## src/rtl/fetch_sequencer.sv

```systemverilog
// ---------------------------------------------------------------------------
// fetch_sequencer
//
// Instruction-fetch sequencer for rv_cpu. Owns the PC, keeps at most one
// instruction-memory request outstanding, and holds the returned word in a
// single output register that feeds the decoder. A taken branch/jump
// (redirect) squashes the buffered word and any request already in flight.
//
// Handshake rule used on every interface of this block: a transfer happens in
// a cycle where both sides' valid and ready are high at the rising edge of
// CLK. imem_req + imem_ready is a request acceptance; inst_valid + dec_ready
// is a decoder transfer. The valid side never depends combinationally on the
// ready side. imem_rvalid has no backpressure and arrives exactly once per
// accepted request.
//
// Ports
//   CLK, RST        clock, synchronous active-high reset
//   imem_req        request valid to instruction memory (state == REQ)
//   imem_addr       request byte address, always word aligned (== pc)
//   imem_ready      memory accepts the request this cycle
//   imem_rvalid     response valid
//   imem_rdata      response instruction word
//   redirect_valid  branch/jump taken this cycle
//   redirect_pc     redirect target (low two bits ignored)
//   inst_valid      buffered instruction valid to decoder
//   inst_data       buffered instruction word
//   inst_pc         PC of inst_data
//   dec_ready       decoder accepts the buffered instruction
//   fetch_count     completed decoder transfers, wraps at 2^CNT_W
//   dbg_state       current FSM state encoding, for observation only
// ---------------------------------------------------------------------------
module fetch_sequencer #(
  parameter logic [31:0] RESET_PC = 32'h0000_0000,
  parameter int          CNT_W    = 32
) (
  input  logic             CLK,
  input  logic             RST,
  output logic             imem_req,
  output logic [31:0]      imem_addr,
  input  logic             imem_ready,
  input  logic             imem_rvalid,
  input  logic [31:0]      imem_rdata,
  input  logic             redirect_valid,
  input  logic [31:0]      redirect_pc,
  output logic             inst_valid,
  output logic [31:0]      inst_data,
  output logic [31:0]      inst_pc,
  input  logic             dec_ready,
  output logic [CNT_W-1:0] fetch_count,
  output logic [2:0]       dbg_state
);

  typedef enum logic [2:0] {
    S_IDLE  = 3'd0,
    S_REQ   = 3'd1,
    S_WAIT  = 3'd2,
    S_HOLD  = 3'd3,
    S_DRAIN = 3'd4
  } state_t;

  state_t             r_state;
  logic [31:0]        r_pc;
  logic               r_inst_valid;
  logic [31:0]        r_inst_data;
  logic [31:0]        r_inst_pc;
  logic [CNT_W-1:0]   r_fetch_count;

  state_t             w_state_next;
  logic [31:0]        w_pc_next;
  logic               w_inst_valid_next;
  logic [31:0]        w_inst_data_next;
  logic [31:0]        w_inst_pc_next;
  logic [CNT_W-1:0]   w_fetch_count_next;

  logic               w_accept;
  logic               w_xfer;
  logic [31:0]        w_target;

  assign w_accept = (r_state == S_REQ) && imem_ready;
  assign w_xfer   = r_inst_valid && dec_ready;
  assign w_target = redirect_pc & 32'hFFFF_FFFC;

  always_comb begin
    w_state_next       = r_state;
    w_pc_next          = r_pc;
    w_inst_valid_next  = r_inst_valid;
    w_inst_data_next   = r_inst_data;
    w_inst_pc_next     = r_inst_pc;
    // A transfer always counts, even when a redirect flushes the same cycle.
    w_fetch_count_next = w_xfer ? (r_fetch_count + CNT_W'(1)) : r_fetch_count;

    case (r_state)
      S_IDLE: w_state_next = S_REQ;
      S_REQ: begin
        if (w_accept) w_state_next = S_WAIT;
      end
      S_WAIT: begin
        if (imem_rvalid) begin
          w_inst_data_next  = imem_rdata;
          w_inst_pc_next    = r_pc;
          w_inst_valid_next = 1'b1;
          w_pc_next         = r_pc + 32'd4;
          w_state_next      = S_HOLD;
        end
      end
      S_HOLD: begin
        if (dec_ready) begin
          w_inst_valid_next = 1'b0;
          w_state_next      = S_REQ;
        end
      end
      S_DRAIN: begin
        if (imem_rvalid) w_state_next = S_REQ;
      end
      default: w_state_next = S_IDLE;
    endcase

    // Redirect overrides everything above. Any response captured this cycle
    // is stale, so the output buffer keeps its old (now invalid) contents.
    // If a request is, or is about to be, outstanding we must swallow its
    // response in DRAIN before issuing the request at the new target.
    if (redirect_valid) begin
      w_pc_next         = w_target;
      w_inst_valid_next = 1'b0;
      w_inst_data_next  = r_inst_data;
      w_inst_pc_next    = r_inst_pc;
      case (r_state)
        S_REQ:   w_state_next = w_accept    ? S_DRAIN : S_REQ;
        S_WAIT:  w_state_next = imem_rvalid ? S_REQ   : S_DRAIN;
        S_DRAIN: w_state_next = imem_rvalid ? S_REQ   : S_DRAIN;
        default: w_state_next = S_REQ;
      endcase
    end
  end

  always_ff @(posedge CLK) begin
    if (RST) begin
      r_state       <= S_IDLE;
      r_pc          <= RESET_PC;
      r_inst_valid  <= 1'b0;
      r_inst_data   <= 32'd0;
      r_inst_pc     <= 32'd0;
      r_fetch_count <= '0;
    end else begin
      r_state       <= w_state_next;
      r_pc          <= w_pc_next;
      r_inst_valid  <= w_inst_valid_next;
      r_inst_data   <= w_inst_data_next;
      r_inst_pc     <= w_inst_pc_next;
      r_fetch_count <= w_fetch_count_next;
    end
  end

  // Memory interface is a pure decode of registered state; the address may
  // move while a request is stalled, memory samples it only on acceptance.
  assign imem_req    = (r_state == S_REQ);
  assign imem_addr   = r_pc;
  assign inst_valid  = r_inst_valid;
  assign inst_data   = r_inst_data;
  assign inst_pc     = r_inst_pc;
  assign fetch_count = r_fetch_count;
  assign dbg_state   = r_state;

endmodule
```

## config.mk

```make
export PLATFORM = sky130hd
export DESIGN_NAME = fetch_sequencer
export DESIGN_NICKNAME = d
export VERILOG_FILES = /design/src/rtl/fetch_sequencer.sv
export SDC_FILE = /design/constraint.sdc
export NUM_CORES = 1
export LEC_CHECK = 0
export ABC_CLOCK_PERIOD_IN_PS = 2750
export CAP_MARGIN = 20
export CELL_PAD_IN_SITES_DETAIL_PLACEMENT = 2
export CELL_PAD_IN_SITES_GLOBAL_PLACEMENT = 2
export CORE_MARGIN = 3
export CORE_UTILIZATION = 25
export DETAILED_ROUTE_END_ITERATION = 6
export PLACE_DENSITY = 0.86
export SYNTH_ARGS = -nofsm -noshare
export SYNTH_HDL_FRONTEND = slang
export SYNTH_SLANG_ARGS = --single-unit
export TNS_END_PERCENT = 20
```

## constraint.sdc

```tcl
create_clock -name CLK -period 2.75 [get_ports CLK]
set_clock_uncertainty 0.2 [all_clocks]
set_input_delay 0.6875 -clock CLK [delete_from_list [all_inputs] [get_ports CLK]]
set_output_delay 0.6875 -clock CLK [all_outputs]
set_load 0.005 [all_outputs]
```

==> results.sh, run 1 <==
export IMPL_coreArea_um2=22000
export IMPL_die_x_um=156
export IMPL_synth_edf_count=0
export IMPL_hpwl_um=15700
export IMPL_grt_pass1_wl_um=35300
export IMPL_regToRegEndpoint="imem_addr[29]"
export IMPL_yosysWarnings=0
export IMPL_diodes=0
export IMPL_htree_levels=4
export IMPL_synthCells=701
export IMPL_worst_slack_ns=0.142
export IMPL_powerDensity_nw_per_um2=538
export IMPL_power_switching_share=0.241
export IMPL_r2r_slack_ns=0.41
export IMPL_whs_endpoint="inst_data[8]"
export IMPL_die_h_um=156
export IMPL_layout_nets=974
export IMPL_setup_viol=0
export IMPL_layout_drive_gt1_share=0.0832
export IMPL_met1_usage=0.216
export IMPL_via_per_inst=5.03
export IMPL_grt_pass1_vias=6406
export IMPL_instances_no_fill=1194
export IMPL_period_share=0.948
export IMPL_path_cells="nor2b_2 > nor2b_1 > clkdlybuf4s50_1"
export IMPL_grt_total_usage=0.181
export IMPL_critPathLaunchType="flip-flop"
export IMPL_overflow=0
export IMPL_dieArea_um2=24400
export IMPL_final_area_um2=8670
export IMPL_synth_top_area_frac=0.454
export IMPL_use_met3=0.0514
export IMPL_synth_distinct_cells=49
export IMPL_syn_avg_cell_area_um2=8.05
export IMPL_fill_cells=2482
export IMPL_grt_max_degree=58
export IMPL_ant_nets=0
export IMPL_ctsHoldBuffers=0
export IMPL_numCtsBuffers=17
export IMPL_rows=54
export IMPL_ys_ff_latch=128
export IMPL_worstPathArrival_ns=1.72
export IMPL_seq_power_share=0.418
export IMPL_r2r_start="imem_addr[4]"
export IMPL_rr_worst_depth=4
export IMPL_globalplace_congestion=0.763
export IMPL_insertion_delay_ns=0.42
export IMPL_initial_core_util=0.256
export IMPL_cts_tree="yes"
export IMPL_io_pins=203
export IMPL_hold_viol=0
export IMPL_leakagePower_nw=2.84
export IMPL_drtIter0Drc=261
export IMPL_first_pass_iters=4
export IMPL_synth_main_ff_cell="dfxtp_1"
export IMPL_cts_setup_buffers=0
export IMPL_min_period_ns=2.61
export IMPL_cp_slowest_cell="clkdlybuf4s50_1"
export IMPL_top_usage_layer="met2"
export IMPL_critPathKind="flip-flop to primary output"
export IMPL_path_delay_family="buffers and inverters"
export IMPL_post_place_ws_ns=-0.192
export IMPL_num_vias=6008
export IMPL_portBuffers=196
export IMPL_pwr_share_comb=0.078
export IMPL_end_kind="primary output"
export IMPL_cts_root_buffer="clkbuf_16"
export IMPL_final_core_util=0.394
export IMPL_drc=0
export IMPL_clkTransAtPathRegs_ns=0.06
export IMPL_irDropWorstVdd_v=0.000365
export IMPL_antenna_found_initial=0
export IMPL_hp_start="inst_data[8]"
export IMPL_syn2layout_area_growth_pct=53.6
export IMPL_grt_met2_usage=0.313
export IMPL_yosys_top_cells_area="dfxtp_1 (45%), nand2_1 (10%), a21oi_1 (8.4%)"
export IMPL_hp_class="flip-flop to flip-flop"
export IMPL_dp_cells=1163
export IMPL_cts_sinks=128
export IMPL_outcome="finished clean"
export IMPL_crit_path_max_fanout=10
export IMPL_wl_um=22200
export IMPL_p_clk_frac=0.504
export IMPL_cp_num_buf_inv=1
export IMPL_cp_data_required_time_ns=1.86
export IMPL_yosysSeqAreaShare=0.454
export IMPL_min_path_cells=2
export IMPL_internal_power_mw=3.54
export IMPL_async_flop_share=0
export IMPL_rsz0062_at_grt="false"
export IMPL_slew_viol_final=0
export IMPL_synthesis_area_um2=5650
export IMPL_wire_per_inst_um=18.6
export IMPL_switchingPower_mw=1.12
export IMPL_critPathMaxStageDelay_ns=0.57
export IMPL_drv_cap=0
export IMPL_clock_fmax_ghz=0.383
export IMPL_place_area_um2=8060
export IMPL_cts_path_max_buffers=2
export IMPL_fin_hold_ws_ns=0.257
export IMPL_post_synth_top_area_cell="dfxtp_1"
## worst reg2reg max path, delay by kind of cell (launching register included)
family          cells  cell delay (ns)
simple gates        3             1.33
flops               1             0.46
compound gates      1             0.27
## per-stage QoR
stage	setup TNS, ns	total power [mW]
finish	0	4.66
global route	0	4.86
CTS	0	4.75
detailed placement	-0.895	2.36
global placement	-0.668	2.35
floorplan	0	2.10
## metal layers
metal	share of wire	vias up	wire [µm]
met4	0.020	2	442
met2	0.49	134	10900
met1	0.44	2936	9670
met3	0.056	26	1240
met5	0.00023	-	5
li1	-	2910	-
## power by group through the flow
| stage | Combinational (mW) | Clock, mW | Sequential [mW] |
|---|---|---|---|
| floorplan | 0.125 | 0 | 1.98 |
| global placement | 0.359 | 0 | 1.99 |
| detailed placement | 0.366 | 0 | 1.99 |
| CTS | 0.370 | 2.43 | 1.95 |
| global route | 0.399 | 2.50 | 1.96 |
| finish | 0.365 | 2.35 | 1.95 |
## sequential cells by signal, summed over array words and instances (netlist names)
register	flops
inst_data	32
inst_pc	30
inst_valid	1
fetch_count	32
imem_addr	30
dbg_state	3
## cells in the final DEF (no fill, tap or decap), drive strengths merged, types with 7 or more instances in the layout
| cell | Yosys | routed |
|---|---|---|
| xor2 | 12 | 12 |
| clkbuf | 40 | 21 |
| and4 | 11 | 11 |
| buf | 14 | 38 |
| nor2 | 36 | 36 |
| nand3 | 24 | 24 |
| o31ai | 28 | 28 |
| or4 | 29 | 29 |
| nand2 | 153 | 153 |
| a311oi | 14 | 14 |
| a21oi | 95 | 95 |
| dfxtp | 128 | 128 |
| or3 | 8 | 8 |
| clkdlybuf4s50 | 0 | 195 |
| nand4 | 21 | 21 |
| o21ai | 10 | 10 |
| inv | 11 | 14 |
| a211oi | 7 | 7 |
## synthesized netlist by cell type (5+ instances only)
master and number:
nor3_1 6, a211oi_1 7, a311oi_1 14, nor2_1 36, a21oi_1 95, nand3_1 23
buf_2 5, and2_1 6, dfxtp_1 128, nand4_1 21, and4_1 11, o31ai_1 28
o21ai_0 10, xor2_1 12, or4_1 29, xnor2_1 5, nand2_1 153, inv_1 11
clkbuf_1 40, or3_1 8
## area by class of cell
type,count,area [µm²],share of cell area
clock buffers,21,480,0.0554
clock inverters,10,125,0.0144
inverters,11,41.3,0.00476
multi-input cells,511,2830,0.327
flip-flops and latches,128,2570,0.296
well taps,280,350,0.0404
repair buffers,233,2270,0.262
## cell families (layout without fill, tap and decap cells)
logic type,after synthesis,after routing,share of synthesized area
and+or+nand+nor,319,319,0.283
AOI/OAI and AO/OA,169,169,0.183
DFF,128,128,0.454
buffers and inverters,65,275,0.0483
xor gates and xnor gates,17,17,0.0264
adders and majority gates,2,2,0.00443
other,1,4,0.000664
## how the worst max path moves through the flow
stage / from / to / cells past startpoint
2_1_floorplan: imem_rvalid / imem_addr[25] / 5
3_3_place_gp: imem_rvalid / imem_addr[21] / 6
3_5_place_dp: imem_rvalid / imem_addr[29] / 5
4_1_cts: dbg_state[0] / imem_req / 3
5_1_grt: dbg_state[0] / imem_req / 3
6_report: dbg_state[0] / imem_req / 3
## timing repair
| item | in CTS | in global routing |
|---|---|---|
| setup endpoints to repair | 1 | 1 |
| hold endpoints to repair | 0 | 0 |
| resized for setup | 1 | 2 |
Note: power is estimated with default switching activity, not from simulation.
==> run 2, diff against run 1 <==
ABC_CLOCK_PERIOD_IN_PS = unset   (was 2750)
==> results of run 2 <==
The final DEF is identical to that of run 1; final timing and power are the same.
